`src/rtl/mips_ctrl_pkg.sv`:
```
// Shared constants and types for the multi-cycle MIPS32 control FSM.
package mips_ctrl_pkg;

  localparam logic [5:0] OP_RTYPE = 6'b000000;
  localparam logic [5:0] OP_LW    = 6'b100011;
  localparam logic [5:0] OP_SW    = 6'b101011;
  localparam logic [5:0] OP_BEQ   = 6'b000100;
  localparam logic [5:0] OP_J     = 6'b000010;
  localparam logic [5:0] OP_ADDI  = 6'b001000;
  localparam logic [5:0] OP_SUBI  = 6'b001001;
  localparam logic [5:0] OP_HALT  = 6'b111111;

  localparam logic [1:0] ALUOP_ADD   = 2'b00;
  localparam logic [1:0] ALUOP_SUB   = 2'b01;
  localparam logic [1:0] ALUOP_FUNCT = 2'b10;

  localparam logic [1:0] ALUB_REG    = 2'b00;
  localparam logic [1:0] ALUB_FOUR   = 2'b01;
  localparam logic [1:0] ALUB_IMM    = 2'b10;
  localparam logic [1:0] ALUB_IMMSH2 = 2'b11;

  localparam logic [1:0] PCSRC_ALU    = 2'b00;
  localparam logic [1:0] PCSRC_ALUOUT = 2'b01;
  localparam logic [1:0] PCSRC_JUMP   = 2'b10;

  typedef enum logic [3:0] {
    ST_RESET,
    ST_FETCH,
    ST_DECODE,
    ST_MEMADR,
    ST_MEMRD,
    ST_MEMWB,
    ST_MEMWR,
    ST_EXEC,
    ST_ALUWB,
    ST_BRANCH,
    ST_JUMP,
    ST_IMMEX,
    ST_IMMWB,
    ST_HALTED
  } state_t;

endpackage

```
`src/rtl/retire_counter.sv`:
```
// Retired-instruction counter: wraps modulo 2^CNT_W, async active-low reset.
module retire_counter #(
  parameter int CNT_W = 32
) (
  input  logic             clk,
  input  logic             rst_n,
  input  logic             i_inc,
  output logic [CNT_W-1:0] o_count
);

  logic [CNT_W-1:0] r_count;

  // Count one per retire pulse; natural overflow gives the wrap.
  always_ff @(posedge clk or negedge rst_n) begin
    if (!rst_n) begin
      r_count <= '0;
    end else if (i_inc) begin
      r_count <= r_count + {{(CNT_W-1){1'b0}}, 1'b1};
    end
  end

  assign o_count = r_count;

endmodule

```
`src/rtl/multicycle_ctrl.sv`:
```
// Moore control FSM for the multi-cycle MIPS32 datapath.
// Optional single-step support is compiled in with `define SINGLE_STEP_EN.
module multicycle_ctrl
  import mips_ctrl_pkg::*;
#(
  parameter int CNT_W = 32
) (
  input  logic             clk,
  input  logic             rst_n,
`ifdef SINGLE_STEP_EN
  input  logic             step_mode,
  input  logic             step,
`endif
  input  logic [5:0]       opcode,
  input  logic             zero,
  input  logic             mem_ready,
  output logic             pc_write,
  output logic             pc_write_cond,
  output logic [1:0]       pc_source,
  output logic             iord,
  output logic             mem_read,
  output logic             mem_write,
  output logic             ir_write,
  output logic             reg_dst,
  output logic             mem_to_reg,
  output logic             reg_write,
  output logic             alu_src_a,
  output logic [1:0]       alu_src_b,
  output logic [1:0]       alu_op,
  output logic             halted,
  output logic             illegal_op,
  output logic             instr_done,
  output logic [CNT_W-1:0] instret
);

  state_t     r_state;
  state_t     w_next;
  logic [5:0] r_opcode;
  logic       w_fetch_hold;
  logic       w_unused_zero;

  // The zero flag is combined with pc_write_cond outside this block.
  assign w_unused_zero = zero;

`ifdef SINGLE_STEP_EN
  logic r_step_pending;

  assign w_fetch_hold = step_mode & ~r_step_pending;

  // Arm one instruction per step pulse; disarm once its fetch completes.
  always_ff @(posedge clk or negedge rst_n) begin
    if (!rst_n) begin
      r_step_pending <= 1'b0;
    end else if (step) begin
      r_step_pending <= 1'b1;
    end else if (r_state == ST_FETCH && !w_fetch_hold && mem_ready) begin
      r_step_pending <= 1'b0;
    end
  end
`else
  assign w_fetch_hold = 1'b0;
`endif

  // State register.
  always_ff @(posedge clk or negedge rst_n) begin
    if (!rst_n) begin
      r_state <= ST_RESET;
    end else begin
      r_state <= w_next;
    end
  end

  // Capture the opcode in DECODE so later states ignore IR bus changes.
  always_ff @(posedge clk or negedge rst_n) begin
    if (!rst_n) begin
      r_opcode <= 6'd0;
    end else if (r_state == ST_DECODE) begin
      r_opcode <= opcode;
    end
  end

  // Next-state and Moore outputs; everything idles at 0 unless a state drives it.
  always_comb begin
    w_next        = r_state;
    pc_write      = 1'b0;
    pc_write_cond = 1'b0;
    pc_source     = PCSRC_ALU;
    iord          = 1'b0;
    mem_read      = 1'b0;
    mem_write     = 1'b0;
    ir_write      = 1'b0;
    reg_dst       = 1'b0;
    mem_to_reg    = 1'b0;
    reg_write     = 1'b0;
    alu_src_a     = 1'b0;
    alu_src_b     = ALUB_REG;
    alu_op        = ALUOP_ADD;
    halted        = 1'b0;
    illegal_op    = 1'b0;
    instr_done    = 1'b0;
    case (r_state)
      ST_RESET: w_next = ST_FETCH;
      ST_FETCH: begin
        if (!w_fetch_hold) begin
          mem_read  = 1'b1;
          alu_src_b = ALUB_FOUR;
          ir_write  = mem_ready;
          pc_write  = mem_ready;
          if (mem_ready) w_next = ST_DECODE;
        end
      end
      ST_DECODE: begin
        alu_src_b = ALUB_IMMSH2;
        case (opcode)
          OP_RTYPE:      w_next = ST_EXEC;
          OP_LW, OP_SW:  w_next = ST_MEMADR;
          OP_BEQ:        w_next = ST_BRANCH;
          OP_J:          w_next = ST_JUMP;
          OP_ADDI,
          OP_SUBI:       w_next = ST_IMMEX;
          OP_HALT: begin
            instr_done = 1'b1;
            w_next     = ST_HALTED;
          end
          default: begin
            illegal_op = 1'b1;
            w_next     = ST_FETCH;
          end
        endcase
      end
      ST_MEMADR: begin
        alu_src_a = 1'b1;
        alu_src_b = ALUB_IMM;
        w_next    = (r_opcode == OP_SW) ? ST_MEMWR : ST_MEMRD;
      end
      ST_MEMRD: begin
        mem_read = 1'b1;
        iord     = 1'b1;
        if (mem_ready) w_next = ST_MEMWB;
      end
      ST_MEMWB: begin
        reg_write  = 1'b1;
        mem_to_reg = 1'b1;
        instr_done = 1'b1;
        w_next     = ST_FETCH;
      end
      ST_MEMWR: begin
        mem_write  = 1'b1;
        iord       = 1'b1;
        instr_done = mem_ready;
        if (mem_ready) w_next = ST_FETCH;
      end
      ST_EXEC: begin
        alu_src_a = 1'b1;
        alu_op    = ALUOP_FUNCT;
        w_next    = ST_ALUWB;
      end
      ST_ALUWB: begin
        reg_write  = 1'b1;
        reg_dst    = 1'b1;
        instr_done = 1'b1;
        w_next     = ST_FETCH;
      end
      ST_BRANCH: begin
        alu_src_a     = 1'b1;
        alu_op        = ALUOP_SUB;
        pc_write_cond = 1'b1;
        pc_source     = PCSRC_ALUOUT;
        instr_done    = 1'b1;
        w_next        = ST_FETCH;
      end
      ST_JUMP: begin
        pc_write   = 1'b1;
        pc_source  = PCSRC_JUMP;
        instr_done = 1'b1;
        w_next     = ST_FETCH;
      end
      ST_IMMEX: begin
        alu_src_a = 1'b1;
        alu_src_b = ALUB_IMM;
        alu_op    = (r_opcode == OP_SUBI) ? ALUOP_SUB : ALUOP_ADD;
        w_next    = ST_IMMWB;
      end
      ST_IMMWB: begin
        reg_write  = 1'b1;
        instr_done = 1'b1;
        w_next     = ST_FETCH;
      end
      ST_HALTED: halted = 1'b1;
      default:   w_next = ST_RESET;
    endcase
  end

  retire_counter #(.CNT_W(CNT_W)) u_retire_counter (
    .clk     (clk),
    .rst_n   (rst_n),
    .i_inc   (instr_done),
    .o_count (instret)
  );

endmodule

```
`config.mk`:
```
export PLATFORM = sky130hd
export DESIGN_NAME = multicycle_ctrl
export DESIGN_NICKNAME = d
export VERILOG_FILES = /design/src/rtl/mips_ctrl_pkg.sv /design/src/rtl/retire_counter.sv /design/src/rtl/multicycle_ctrl.sv
export SDC_FILE = /design/constraint.sdc
export NUM_CORES = 1
export LEC_CHECK = 0
export ABC_CLOCK_PERIOD_IN_PS = 2400
export CORE_AREA = 3 3 82 84
export DETAILED_ROUTE_END_ITERATION = 10
export DIE_AREA = 0 0 85 87
export PLACE_DENSITY = 0.64
export SLEW_MARGIN = 20
export SYNTH_ARGS = -nofsm -noshare
export SYNTH_HDL_FRONTEND = slang
export SYNTH_SLANG_ARGS = --single-unit
```
`constraint.sdc`:
```
create_clock -name clk -period 2.4 [get_ports clk]
set_input_delay 0.48 -clock clk [delete_from_list [all_inputs] [get_ports clk]]
set_output_delay 0.48 -clock clk [all_outputs]
set_load 0.005 [all_outputs]
```
==> summary.md <==
| Metric | Value |
|---|---|
| Outcome | `finished clean` |
| Root buffer cell | `clkbuf_8` |
| I/O pin cnt | `just over 60` |
| Crit path to | `pc_write_cond` |
| Leak | `between 0.0015 and 0.002 uW` |
| Ant. Diodes | `0` |
| Initial Util | `roughly 40%` |
| CTS Buf Count | `5` |
| Maximum clock frequency | `439 MHz` |
| Crit path max-delay family | `buffers and inverters` |
| Critical Path AT | `around 1.8 ns` |
| DRT Pass-1 Iters | `4` |
| Initial DRC Count | `136` |
| WP data required | `roughly 1.9 ns` |
| Unrepaired setup endpoints after global routing | `no` |
| Largest net degree at the start of global routing | `43` |
| Critical path cell sequence | `buf_6 > nand2b_1 > buf_4 > nor2_2 > clkdlybuf4s50_1` |
| Fin crit share | `94.8%` |
| Logic pwr share | `between 40% and 50%` |
| Routability cong. | `0.835` |
| CP peak stage delay | `just over 0.5 ns` |
| Final nets | `between 300 and 400` |
| TNS Setup | `0 ns` |
| Worst Max-Slew Pin Slew | `about 0.52 ns` |
| Slew Limit Headroom | `between 60 and 70%` |
| Clk_skew | `0.0104 ns` |
| Via-to-Cell Ratio | `just over 5` |
| Synth unique cells | `between 40 and 50` |
| Clock transition at path regs | `around 0.080 ns` |
| Hold WC Path Type | `input pin to async pin` |
| Residual DRC count | `0` |
| Post-synth top flop | `dfrtp_1` |
| CTS tree | `built` |
| Number of synthesized flops with an enable pin | `0` |
| Vias in the first global route | `2054` |
| Die span in x | `about 85 um` |
| Buffers and inverters on the worst path | `3` |
| Clock share of power | `a little over a fifth` |
| Switching Fraction | `roughly a third` |
| DP HPWL | `about 4200 um` |
| CP max stage cell | `clkdlybuf4s50_1` |
| Clk sinks | `42` |
| # fillers | `521` |
| Final Hold Viols | `0` |
| Die height | `87 um` |
| Cell Pwr Density | `745 nW/um^2` |
| Crit Path Max Fanout | `15` |
| Syn Nets | `around 260` |
| Post-DRT Antenna Nets | `0` |
| Seq pwr share | `between 30 and 40%` |
| GRT Overall Usage | `16.5%` |
| Vias post-DR | `roughly 2200` |
| H-Tree Depth | `2` |
| Post-route minimum period | `about 2.3 ns` |
| Layout overhead on the synthesized area | `43.6%` |
| Final setup fails | `0` |
| R2R Path End | `u_retire_counter.o_count[23]` |
| Row count | `28` |
| Avg Cell Area, Syn | `9.53 um^2` |
| Clk_lat worst skew | `around 0.29 ns` |
| Slew Viols, Final | `0` |
| Core Area | `around 6000 um^2` |
| Reg-to-Reg Start | `u_retire_counter.o_count[8]` |
| CP Capture Type | `output pin` |
| IR drop worst, VDD | `604 uV` |
| Hold_ws | `roughly 0.23 ns` |
| Crit path depth | `5` |
| First-pass GRT wire length | `between 9000 and 10000 um` |
| FF-to-FF path depth | `6` |
| WL/cell | `roughly 14 um` |
| Startpoint Class | `flip-flop` |
| Initial antenna violation count | `0` |
| Internal power | `about 1700 uW` |
| Post-synth ARST share | `between 90% and 100%` |
| CTS Buffer Depth | `2` |
| Ys Warns | `0` |
| Die area | `~7400 um^2` |
| Layout cells sized above 1 | `23.1%` |
| Reg2Reg Setup Slack | `0.17 ns` |
| Port Buffers | `59` |
| Crit Path Class | `flip-flop to output pin` |
| Crit path from | `r_state[1]` |
| Net Switching | `a little under 900 uW` |
| #FFs+latches synth | `42` |
| Synthesized area | `approximately 2400 um^2` |
| Seq/Total Area, Yosys | `between 40% and 50%` |
| Gr ovfl total | `0` |
| Gate Count Post-Synth | `approximately 250` |
| Max-cap violations | `0` |
| Wirelength, routed | `just under 6000 um` |
-- flip-flops by register name (all words and copies together), names as in the netlist --
signal	cells
r_opcode	6
r_state	4
u_retire_counter.o_count	32
-- area by class of cell --
| class | count | area [um^2] | share of cell area [%] |
|---|---|---|---|
| repair buffers | 97 | 888 | 25.8 |
| inverters | 6 | 22.5 | 0.653 |
| multi-input cells | 189 | 1280 | 37.2 |
| well taps | 75 | 93.8 | 2.72 |
| flip-flops and latches | 42 | 1050 | 30.5 |
| clock buffers | 5 | 68.8 | 2.00 |
| clock inverters | 3 | 40.0 | 1.16 |
-- power by group through the flow --
stage	registers, uW	logic (uW)	clock network (uW)
5_1_grt	972	1180	598
3_5_place_dp	950	1030	0
2_1_floorplan	934	546	0
3_3_place_gp	943	1020	0
4_1_cts	942	1030	566
6_report	947	1070	552
-- logic make-up after synthesis --
group / share of synthesized area, %
muxes: 0.417
adders and majority gates: 0.938
DFF: 43.8
and+or+nand+nor: 29.2
buffers and inverters: 5.05
xor gates and xnor gates: 11.7
AOI/OAI and AO/OA: 8.96
-- synth_stat cells, drive strengths merged (2+ instances only) --
master,instances,area [um^2]
dfrtp,42,1050
xnor2,11,96.3
clkbuf,7,26.3
o21ai,10,50.1
nor2,22,85.1
and3,7,43.8
nand4,6,43.8
nand3,14,70.1
nor4,8,86.3
o22ai,2,12.5
xor2,21,184
or4b,2,23.8
a21boi,3,22.5
nand2,36,135
nor3,17,130
nand2b,5,31.3
a21oi,9,45.0
inv,6,22.5
nand3b,2,15.0
buf,8,72.6
a32oi,2,17.5
-- layer usage --
| metal | share of wire, % | wire [um] | GRT usage (%) |
|---|---|---|---|
| met1 | 46 | 2690 | 22.6 |
| met2 | 49 | 2870 | 26.8 |
| met3 | 4.0 | 236 | 3.97 |
| met4 | 0.65 | 38 | 3.31 |
| met5 | 0 | 0 | 0 |
-- cell usage in the layout (no fill, tap or decap), types with 10 or more instances in the layout --
cell type / n
buf_4: 34
clkdlybuf4s50_1: 47
dfrtp_1: 42
nand2_1: 36
nand3_1: 12
nor2_1: 18
o21ai_0: 10
xnor2_1: 11
xor2_1: 21
-- worst min path at each step --
stage                                       from                            to  slack [ns]  cells after the start
finish                                     rst_n  u_retire_counter.o_count[24]        0.23                      2
global route                               rst_n  u_retire_counter.o_count[24]        0.26                      2
CTS                                        rst_n  u_retire_counter.o_count[25]        0.26                      2
detailed placement                   r_opcode[0]                   r_opcode[0]        0.46                      2
global placement    u_retire_counter.o_count[31]  u_retire_counter.o_count[31]        0.46                      1
floorplan                                  rst_n                   r_opcode[0]        0.18                      0
-- repair_timing --
action                                  4_1_cts  5_1_grt
endpoints found under the setup margin        3        7
gates resized for setup                      11       21
gates cloned                                  0        0
buffers inserted                              2        3
pin swaps                                     5        2
hold buffers                                  0        0
-- through the flow --
step	utilization, %	cell area, um^2	setup slack, ns	total power, uW	std cells
detailed placement	54.1	3240	-0.319	1980	404
finish	57.6	3450	0.124	2570	417
global route	57.6	3450	0.0120	2750	417
floorplan	-	2400	0.124	1480	252
global placement	54.1	3240	-0.270	1960	404
CTS	56.3	3380	-0.109	2540	414
No activity file was read; power rests on OpenSTA's default activity.
